`src/rtl/multicycle_ctrl.sv`:
```
// Multi-cycle MIPS-subset control unit: PC/IR, phase sequencing, req/ready memory handshakes, bus timeout trap.
// Optional PERF_CNT_EN adds cycle and retired-instruction counters.
module multicycle_ctrl #(
    parameter int              ADDR_W      = 32,
    parameter logic [ADDR_W-1:0] RESET_PC  = '0,
    parameter int              MEM_TIMEOUT = 15
) (
    input  logic              clk,
    input  logic              rst,
    output logic              imem_req,
    output logic [ADDR_W-1:0] imem_addr,
    input  logic              imem_ready,
    input  logic [31:0]       imem_rdata,
    output logic              dmem_req,
    output logic              dmem_we,
    input  logic              dmem_ready,
    input  logic              alu_zero,
    output logic [ADDR_W-1:0] pc,
    output logic [31:0]       ir,
    output logic [2:0]        alu_op,
    output logic              alu_src_b,
    output logic              imm_zext,
    output logic              reg_dst,
    output logic              reg_we,
    output logic              mem_to_reg,
    output logic              link,
    output logic [3:0]        state_o,
    output logic              illegal,
    output logic              bus_err
`ifdef PERF_CNT_EN
    ,
    output logic [31:0]       cyc_cnt,
    output logic [31:0]       ins_cnt
`endif
);

    typedef enum logic [3:0] {
        S_FETCH    = 4'd0,
        S_DECODE   = 4'd1,
        S_EXEC_R   = 4'd2,
        S_EXEC_I   = 4'd3,
        S_MEM_ADDR = 4'd4,
        S_MEM_RD   = 4'd5,
        S_MEM_WR   = 4'd6,
        S_WB_R     = 4'd7,
        S_WB_I     = 4'd8,
        S_WB_MEM   = 4'd9,
        S_BRANCH   = 4'd10,
        S_JUMP     = 4'd11,
        S_TRAP     = 4'd15
    } state_t;

    localparam logic [5:0] OP_R    = 6'b000000;
    localparam logic [5:0] OP_J    = 6'b000010;
    localparam logic [5:0] OP_JAL  = 6'b000011;
    localparam logic [5:0] OP_BEQ  = 6'b000100;
    localparam logic [5:0] OP_BNE  = 6'b000101;
    localparam logic [5:0] OP_ADDI = 6'b001000;
    localparam logic [5:0] OP_SLTI = 6'b001010;
    localparam logic [5:0] OP_ANDI = 6'b001100;
    localparam logic [5:0] OP_ORI  = 6'b001101;
    localparam logic [5:0] OP_LW   = 6'b100011;
    localparam logic [5:0] OP_SW   = 6'b101011;

    // Trap is taken in the cycle the unanswered count would reach MEM_TIMEOUT.
    localparam logic [7:0] TO_LAST = 8'(MEM_TIMEOUT - 1);

    state_t              r_state;
    logic [ADDR_W-1:0]   r_pc;
    logic [31:0]         r_ir;
    logic [7:0]          r_wait;
    logic                r_bus_err;

    logic [5:0]          w_op;
    logic                w_op_i;
    logic                w_op_bad;
    logic                w_taken;
    logic                w_to_fetch;
    logic [ADDR_W-1:0]   w_pc_inc;
    logic [ADDR_W-1:0]   w_br_pc;
    logic [ADDR_W-1:0]   w_jump_pc;

    assign w_op     = r_ir[31:26];
    assign w_op_i   = (w_op == OP_ADDI) || (w_op == OP_ANDI) || (w_op == OP_ORI) || (w_op == OP_SLTI);
    assign w_op_bad = !((w_op == OP_R) || w_op_i || (w_op == OP_LW) || (w_op == OP_SW) ||
                        (w_op == OP_BEQ) || (w_op == OP_BNE) || (w_op == OP_J) || (w_op == OP_JAL));
    assign w_taken  = ((w_op == OP_BEQ) && alu_zero) || ((w_op == OP_BNE) && !alu_zero);
    assign w_pc_inc = r_pc + ADDR_W'(4);
    assign w_br_pc  = r_pc + ADDR_W'({{14{r_ir[15]}}, r_ir[15:0], 2'b00});

    generate
        if (ADDR_W > 28) begin : g_jump_hi
            assign w_jump_pc = {r_pc[ADDR_W-1:28], r_ir[25:0], 2'b00};
        end else begin : g_jump_lo
            logic [27:0] w_jfull;
            assign w_jfull   = {r_ir[25:0], 2'b00};
            assign w_jump_pc = w_jfull[ADDR_W-1:0];
        end
    endgenerate

    // Cycles that retire an instruction (or discard an illegal one) and re-enter FETCH.
    assign w_to_fetch = ((r_state == S_DECODE) && w_op_bad) ||
                        (r_state == S_WB_R) || (r_state == S_WB_I) || (r_state == S_WB_MEM) ||
                        (r_state == S_BRANCH) || (r_state == S_JUMP) ||
                        ((r_state == S_MEM_WR) && dmem_ready);

    always_ff @(posedge clk or negedge rst) begin
        if (!rst) begin
            r_state   <= S_FETCH;
            r_pc      <= RESET_PC;
            r_ir      <= '0;
            r_wait    <= '0;
            r_bus_err <= 1'b0;
        end else begin
            // Only request states keep the counter; everywhere else it sits at zero,
            // so it is clear on entry to every request state.
            r_wait <= '0;
            case (r_state)
                S_FETCH: begin
                    if (imem_ready) begin
                        r_ir    <= imem_rdata;
                        r_pc    <= w_pc_inc;
                        r_state <= S_DECODE;
                    end else if (r_wait == TO_LAST) begin
                        r_state   <= S_TRAP;
                        r_bus_err <= 1'b1;
                    end else begin
                        r_wait <= r_wait + 8'd1;
                    end
                end
                S_DECODE: begin
                    if (w_op == OP_R)                             r_state <= S_EXEC_R;
                    else if (w_op_i)                              r_state <= S_EXEC_I;
                    else if ((w_op == OP_LW) || (w_op == OP_SW))  r_state <= S_MEM_ADDR;
                    else if ((w_op == OP_BEQ) || (w_op == OP_BNE)) r_state <= S_BRANCH;
                    else if ((w_op == OP_J) || (w_op == OP_JAL))  r_state <= S_JUMP;
                    else                                          r_state <= S_FETCH;
                end
                S_EXEC_R:   r_state <= S_WB_R;
                S_EXEC_I:   r_state <= S_WB_I;
                S_MEM_ADDR: r_state <= (w_op == OP_LW) ? S_MEM_RD : S_MEM_WR;
                S_MEM_RD, S_MEM_WR: begin
                    if (dmem_ready) begin
                        r_state <= (r_state == S_MEM_RD) ? S_WB_MEM : S_FETCH;
                    end else if (r_wait == TO_LAST) begin
                        r_state   <= S_TRAP;
                        r_bus_err <= 1'b1;
                    end else begin
                        r_wait <= r_wait + 8'd1;
                    end
                end
                S_WB_R, S_WB_I, S_WB_MEM: r_state <= S_FETCH;
                S_BRANCH: begin
                    if (w_taken) r_pc <= w_br_pc;
                    r_state <= S_FETCH;
                end
                S_JUMP: begin
                    r_pc    <= w_jump_pc;
                    r_state <= S_FETCH;
                end
                default: r_state <= S_TRAP;
            endcase
        end
    end

    // Moore strobes; gating with rst drops any request the moment reset asserts.
    always_comb begin
        imem_req   = 1'b0;
        dmem_req   = 1'b0;
        dmem_we    = 1'b0;
        alu_op     = 3'd0;
        alu_src_b  = 1'b0;
        imm_zext   = 1'b0;
        reg_dst    = 1'b0;
        reg_we     = 1'b0;
        mem_to_reg = 1'b0;
        link       = 1'b0;
        illegal    = 1'b0;
        if (rst) begin
            case (r_state)
                S_FETCH:  imem_req = 1'b1;
                S_DECODE: illegal  = w_op_bad;
                S_EXEC_R: alu_op   = 3'd5;
                S_EXEC_I: begin
                    alu_src_b = 1'b1;
                    imm_zext  = (w_op == OP_ANDI) || (w_op == OP_ORI);
                    case (w_op)
                        OP_ANDI: alu_op = 3'd2;
                        OP_ORI:  alu_op = 3'd3;
                        OP_SLTI: alu_op = 3'd4;
                        default: alu_op = 3'd0;
                    endcase
                end
                S_MEM_ADDR: alu_src_b = 1'b1;
                S_MEM_RD:   dmem_req  = 1'b1;
                S_MEM_WR: begin
                    dmem_req = 1'b1;
                    dmem_we  = 1'b1;
                end
                S_WB_R: begin
                    reg_we  = 1'b1;
                    reg_dst = 1'b1;
                end
                S_WB_I:   reg_we = 1'b1;
                S_WB_MEM: begin
                    reg_we     = 1'b1;
                    mem_to_reg = 1'b1;
                end
                S_BRANCH: alu_op = 3'd1;
                S_JUMP: begin
                    link   = (w_op == OP_JAL);
                    reg_we = (w_op == OP_JAL);
                end
                default: ;
            endcase
        end
    end

    assign imem_addr = r_pc;
    assign pc        = r_pc;
    assign ir        = r_ir;
    assign state_o   = r_state;
    assign bus_err   = r_bus_err;

`ifdef PERF_CNT_EN
    logic [31:0] r_cyc_cnt;
    logic [31:0] r_ins_cnt;

    always_ff @(posedge clk or negedge rst) begin
        if (!rst) begin
            r_cyc_cnt <= '0;
            r_ins_cnt <= '0;
        end else begin
            if (r_state != S_TRAP) r_cyc_cnt <= r_cyc_cnt + 32'd1;
            if (w_to_fetch)        r_ins_cnt <= r_ins_cnt + 32'd1;
        end
    end

    assign cyc_cnt = r_cyc_cnt;
    assign ins_cnt = r_ins_cnt;
`else
    logic w_unused;
    assign w_unused = w_to_fetch;
`endif

endmodule
```
`config.mk`:
```
export PLATFORM = sky130hd
export DESIGN_NAME = multicycle_ctrl
export DESIGN_NICKNAME = d
export VERILOG_FILES = /design/src/rtl/multicycle_ctrl.sv
export SDC_FILE = /design/constraint.sdc
export NUM_CORES = 1
export LEC_CHECK = 0
export BUFFER_PORTS_ARGS = -buffer_cell sky130_fd_sc_hd__buf_2
export CAP_MARGIN = 20
export CORE_MARGIN = 1.5
export CORE_UTILIZATION = 45
export CTS_CLUSTER_SIZE = 10
export DETAILED_ROUTE_END_ITERATION = 7
export HOLD_SLACK_MARGIN = 0.1
export PLACE_DENSITY_LB_ADDON = 0.25
export SLEW_MARGIN = 20
export SYNTH_ARGS = -nofsm -noshare
export SYNTH_HDL_FRONTEND = slang
export SYNTH_SLANG_ARGS = --single-unit
```
`constraint.sdc`:
```
create_clock -name clk -period 5.95 [get_ports clk]
set_input_delay 1.19 -clock clk [delete_from_list [all_inputs] [get_ports clk]]
set_output_delay 1.19 -clock clk [all_outputs]
set_load 0.05 [all_outputs]
```
==> results.yml, run 1 <==
layout:
  final_nets: 755
  num_antenna_cells: 0
  area_delta_synth_final_pct: 16.7
  final_common_cell: "buf_2"
  drive_gt1_share_pct: 29.6
  layout_common_cells: "145 x buf_2, 75 x dfrtp_1, 55 x nand2_1"
  fin_area_um2: 6180
  post-route-util_pct: 53.9
clock_network:
  root_buffer: "clkbuf_16"
  cts_buffers: 9
  cts.path.max_buffers: 2
  post-cts-setup-buffers: 0
  cts_sinks: 75
  clk_pin_slew_ns: 0.06
  cts_max_level: 3
  holdBufCountCts: 0
  cts_tree: "done"
  clock_latency_ns: 0.34
  cts_resized: 0
timing:
  setup_viol: 0
  slew_headroom_pct: 38.7
  fmax_ghz: 0.218
  hold_ws_ns: 0.477
  rsz0062_at_grt: "no"
  final_max_slew_viol_count: 0
  fin_crit_ns: 4.59
  fin_crit_sh_pct: 77.2
  final-hold-violation-count: 0
  skew_ns: 0.00442
  worst_pin_slew_ns: 0.920
  fin_setup_tns_ns: 0
worst_setup_path:
  rrSetupSlack_ns: 1.36
  crit_type: "flop to flop"
  cp_top_family: "compound AO/OA/AOI/OAI gates"
  arrival_ns: 4.86
  end_kind: "flop"
  r2r_start: "state_o[3]$_DFF_PN0_"
  crit_chain: "nor4bb_4 > and2_1 > ha_1 > o211ai_1 > o21bai_1 > o2111ai_1 > a21oi_1 > a22oi_1 > or4_1 > a31oi_1 > xor2_1"
  start_kind: "flop"
  cp_num_buf_inv: 0
  worstReg2RegEnd: "imem_addr[31]$_DFFE_PN0P_"
  cp_max_fo: 17
  slowest_delay_ns: 0.90
  reg2reg_depth: 11
  critPathRequiredTime_ns: 6.21
  cpMaxStageDelayCell: "nor4bb_4"
logic_synthesis:
  ys_warn_count: 0
  synth_cell_type_count: 67
  syn_inst: 603
  ys_async_sr_fraction_pct: 100
  yosysSeqAreaShare_pct: 35.4
  syn_avg_cell_area_um2: 8.78
  ys.flop_type: "dfrtp_1"
  ys_ff_latch: 75
  syn_area_um2: 5300
  synth-edff-count: 0
grt:
  grt_max_degree: 50
  antenna_found_initial: 0
  grt_overflow_total: 0
  grt_pass1_vias: 4567
  grt_pass1_wl_um: 22500
  track_usage_pct: 22.3
route:
  postRouteAntennaNets: 0
  wirelength_um: 13800
  drt-pass1-iter-count: 6
  remaining_drc_errors: 0
  num_vias: 4801
  drtIter0Drc: 277
  avgViaCountPerCell: 5.67
  wire_per_inst_um: 16.3
flow_run:
  maxCapViolCount: 0
die:
  start_util_pct: 46.2
  die_area_um2: 12400
  fp.coreArea_um2: 11500
  die_h_um: 111
  die_w_um: 111
  rows: 39
  io-pin-count: 151
pwr:
  power.leakage_nw: 3.28
  clockPowerShare_pct: 51.1
  power_frac_comb_pct: 2.7
  vdd_drop_max_mv: 0.133
  p_seq_share_pct: 46.1
  intPower_w: 0.000868
  netSwitchingPower_w: 0.000237
  sw_frac_of_total_pct: 21.5
  powerDensity_nw_per_um2: 179
min_path:
  min_path_type: "flop to flop"
  hold_path_depth: 1
  whs_endpoint: "bus_err$_DFFE_PN0P_"
  hold_start: "bus_err$_DFFE_PN0P_"
placed_design:
  place_area_um2: 5870
  gp_congestion: 0.887
  numPortBuffers: 146
  hpwl_um: 9940
run_status:
  outcome: "complete, no violations"
==> through the flow <==
step / std cells / total power (W) / worst slack (ns)
finish: 846 / 0.00111 / 1.36
global route: 846 / 0.00114 / 0.869
CTS: 846 / 0.00112 / 1.37
detailed placement: 830 / 0.000551 / 1.40
global placement: 830 / 0.000550 / 1.60
floorplan: 606 / 0.000528 / 1.03
==> worst register-to-register path: cells and delay by family, from the launching register on <==
family / cells / cell delay [ns]
fa+ha+maj: 1 / 0.21
simple gates: 3 / 1.70
xor+xnor: 1 / 0.18
compound gates: 6 / 1.78
flops: 1 / 0.65
==> worst max-delay path by stage <==
stage | start | end | cells past startpoint
after global routing | state_o[3]$_DFF_PN0_ | imem_addr[31]$_DFFE_PN0P_ | 11
after CTS | state_o[3]$_DFF_PN0_ | imem_addr[31]$_DFFE_PN0P_ | 11
after global placement | state_o[1]$_DFF_PN0_ | imem_addr[31]$_DFFE_PN0P_ | 11
final | state_o[3]$_DFF_PN0_ | imem_addr[31]$_DFFE_PN0P_ | 11
after floorplan | rst | alu_op[2] | 2
after detailed placement | state_o[3]$_DFF_PN0_ | imem_addr[31]$_DFFE_PN0P_ | 11
==> synth_stat cells, drive strengths merged, types with 8 or more instances <==
cell type,count,area share [%]
a21o,13,1.8
dfrtp,75,35
nand3,11,1.0
o21ai,34,3.2
nand2,56,4.1
nor3,13,1.2
ha,19,4.5
mux2,33,7.0
inv,11,0.78
nand4,8,0.95
nor2,50,3.7
or3,11,1.3
xor2,13,2.2
a21oi,38,3.7
and2,22,2.6
mux2i,10,1.9
buf,40,5.3
nand2b,9,1.1
xnor2,8,1.3
clkbuf,27,1.9
a31oi,10,1.2
==> cell families (layout without fill, tap and decap cells) <==
group / after synthesis / in the layout / synth area share (%)
compound gates: 150 / 150 / 18.7
xor+xnor: 21 / 21 / 3.47
fa+ha+maj: 20 / 20 / 4.87
buf+inv: 79 / 176 / 8.10
flops: 75 / 75 / 35.4
mux: 43 / 43 / 8.91
other cells: 1 / 4 / 0.0708
simple gates: 214 / 214 / 20.4
==> registers in the layout, summed over array words and instances (netlist names) <==
signal,flops
state_o,4
r_wait,8
imem_addr,30
bus_err,1
ir,32
==> power groups by stage <==
stage	combinational [W]	clock, W	sequential (W)
global route	0.0000342	0.000599	0.000510
finish	0.0000302	0.000566	0.000510
detailed placement	0.0000312	0	0.000519
global placement	0.0000305	0	0.000519
CTS	0.0000313	0.000579	0.000510
floorplan	0.00000869	0	0.000520
==> area by class of cell <==
| class | instances | area, um2 |
|---|---|---|
| multi-input cells | 452 | 3030 |
| fillers | 1068 | 5290 |
| clock inverters | 3 | 46.3 |
| inverters | 12 | 45.0 |
| well taps | 143 | 179 |
| clock buffers | 13 | 260 |
| repair buffers | 148 | 748 |
| flip-flops and latches | 75 | 1880 |
==> routing by layer <==
| metal | up-vias | part of all wire, % | GRT usage (%) |
|---|---|---|---|
| met5 | - | 0 | 0 |
| met4 | 0 | 2.5 | 10.6 |
| met3 | 30 | 4.8 | 3.76 |
| met2 | 150 | 47 | 35.6 |
| met1 | 2294 | 45 | 29.7 |
| li1 | 2327 | - | - |
(Power assumes the default switching activity.)
==> run 2, diff against run 1 <==
clock period = 4.4 ns   (was 5.95 ns; I/O delays follow)
==> run 2 against run 1 <==
Against the previous run:
- global-route usage shrank 0.053 points
- routed wire length shrank 0.37%
- via count grew 1.2%
- non-clock buffer count grew 6
- hold slack lost 0.13 ns
- combinational power grew 32%
- cell area grew 1.1%
==> results.yml, run 2 (synthesis gave the netlist of run 1 again) <==
die:
  die_area_um2: 12400
  fp.coreArea_um2: 11500
  die_h_um: 111
  start_util_pct: 46.2
  die_w_um: 111
  io-pin-count: 151
  rows: 39
route:
  drt-pass1-iter-count: 4
  postRouteAntennaNets: 0
  num_vias: 4860
  remaining_drc_errors: 0
  wirelength_um: 13700
  wire_per_inst_um: 16.1
  drtIter0Drc: 274
  avgViaCountPerCell: 5.70
timing:
  slew_headroom_pct: 37.6
  rsz0062_at_grt: "no"
  fin_crit_sh_pct: 84.9
  final-hold-violation-count: 0
  fin_crit_ns: 3.74
  setup_viol: 0
  final_max_slew_viol_count: 0
  worst_pin_slew_ns: 0.936
  skew_ns: 0.00812
  fin_setup_tns_ns: 0
  fmax_ghz: 0.268
layout:
  fin_area_um2: 6250
  fillers: 1056
  largest_reg_flops: 32
  drive_gt1_share_pct: 30.3
  final_nets: 761
  final_common_cell: "buf_2"
  area_delta_synth_final_pct: 18.0
  num_antenna_cells: 0
  layout_common_cells: "145 x buf_2, 75 x dfrtp_1, 55 x nand2_1"
pwr:
  netSwitchingPower_w: 0.000308
  vdd_drop_max_mv: 0.177
  powerDensity_nw_per_um2: 246
  sw_frac_of_total_pct: 20.0
  clockPowerShare_pct: 52.5
  power_frac_comb_pct: 2.6
  power.leakage_nw: 3.32
  p_seq_share_pct: 44.9
  p_total_w: 0.00154
  intPower_w: 0.00123
clock_network:
  cts_buffers: 9
  cts_resized: 0
  cts_sinks: 75
  cts_tree: "done"
  root_buffer: "clkbuf_16"
  post-cts-setup-buffers: 0
  holdBufCountCts: 0
  cts_max_level: 3
  clk_pin_slew_ns: 0.05
  cts.path.max_buffers: 2
  clock_latency_ns: 0.35
run_status:
  outcome: "complete, no violations"
worst_setup_path:
  cp_max_fo: 15
  critPathRequiredTime_ns: 4.63
  crit_type: "flop to flop"
  arrival_ns: 3.96
  end_kind: "flop"
  start_kind: "flop"
placed_design:
  hpwl_um: 10000
  gp_congestion: 0.876
  numPortBuffers: 146
  place_area_um2: 5920
grt:
  track_usage_pct: 22.3
  grt_pass1_wl_um: 22600
  grt_pass1_vias: 4640
  grt_overflow_total: 0
  grt_max_degree: 75
  antenna_found_initial: 1
flow_run:
  maxCapViolCount: 0
min_path:
  min_path_type: "input port to asynchronous set/reset pin"
[run 2: cell types whose count changed in the layout (fill, tap and decap cells not counted), sizes merged]
cell    before  now
buf        148  154
bufinv       1    2
clkbuf      13   12
[run 2: area by class of cell]
| cell class | instances | area [um2] | share of cell area, % |
|---|---|---|---|
| clock inverter | 4 | 72.6 | 1.16 |
| timing repair buffer | 154 | 793 | 12.7 |
| multi-input combinational | 452 | 3030 | 48.4 |
| sequential | 75 | 1880 | 30.0 |
| tap | 143 | 179 | 2.86 |
| inverter | 12 | 45.0 | 0.721 |
| clock buffer | 12 | 256 | 4.10 |
[run 2: worst paths after layout]
check / start / endpoint / slack (ns) / cells past startpoint
worst max-delay path: state_o[0]$_DFF_PN0_ / imem_addr[20]$_DFFE_PN0P_ / 0.66 / 12
worst min-delay path: rst / state_o[0]$_DFF_PN0_ / 0.35 / 1
worst max register to register: state_o[0]$_DFF_PN0_ / imem_addr[20]$_DFFE_PN0P_ / 0.66 / 12
worst min register to register: bus_err$_DFFE_PN0P_ / bus_err$_DFFE_PN0P_ / 0.47 / 1
max in group asynchronous: rst / imem_addr[30]$_DFFE_PN0P_ / 2.92 / 2
min in group clk: bus_err$_DFFE_PN0P_ / bus_err$_DFFE_PN0P_ / 0.47 / 1
[run 2: power groups by stage]
stage | clock (W) | sequential [W] | combinational [W]
global route | 0.000858 | 0.000689 | 0.0000459
finish | 0.000807 | 0.000690 | 0.0000400
global placement | 0 | 0.000702 | 0.0000407
floorplan | 0 | 0.000703 | 0.0000117
detailed placement | 0 | 0.000702 | 0.0000415
CTS | 0.000833 | 0.000690 | 0.0000417
[run 2: stage by stage]
stage / utilization, % / cells / setup WS, ns / hold WS (ns)
final: 54.5 / 852 / 0.662 / 0.348
after detailed placement: 51.6 / 836 / 0.674 / 0.455
after global routing: 54.5 / 852 / 0.428 / 0.335
after global placement: 51.6 / 836 / 0.770 / 0.452
after CTS: 54.5 / 852 / 0.658 / 0.334
after floorplan: - / 606 / 0.0286 / 0.474
[run 2: layer usage]
metal  GRT usage, %  vias up  share of wire, %
met5              0        -             0.088
met3           5.55       18               5.4
met2           36.6      148                48
li1               -     2339                 -
met4           6.67        2               1.7
met1           29.2     2353                44
[run 2: critical path, cell delays in order (launching register included)]
cell	delay, ns
dfrtp_1	0.55
nor4bb_4	0.37
nand2b_1	0.09
ha_1	0.23
fa_1	0.42
a21o_1	0.22
a221o_1	0.37
o2111ai_2	0.24
a21oi_2	0.15
o32a_1	0.42
mux2i_1	0.20
mux2i_1	0.10
a221o_1	0.26
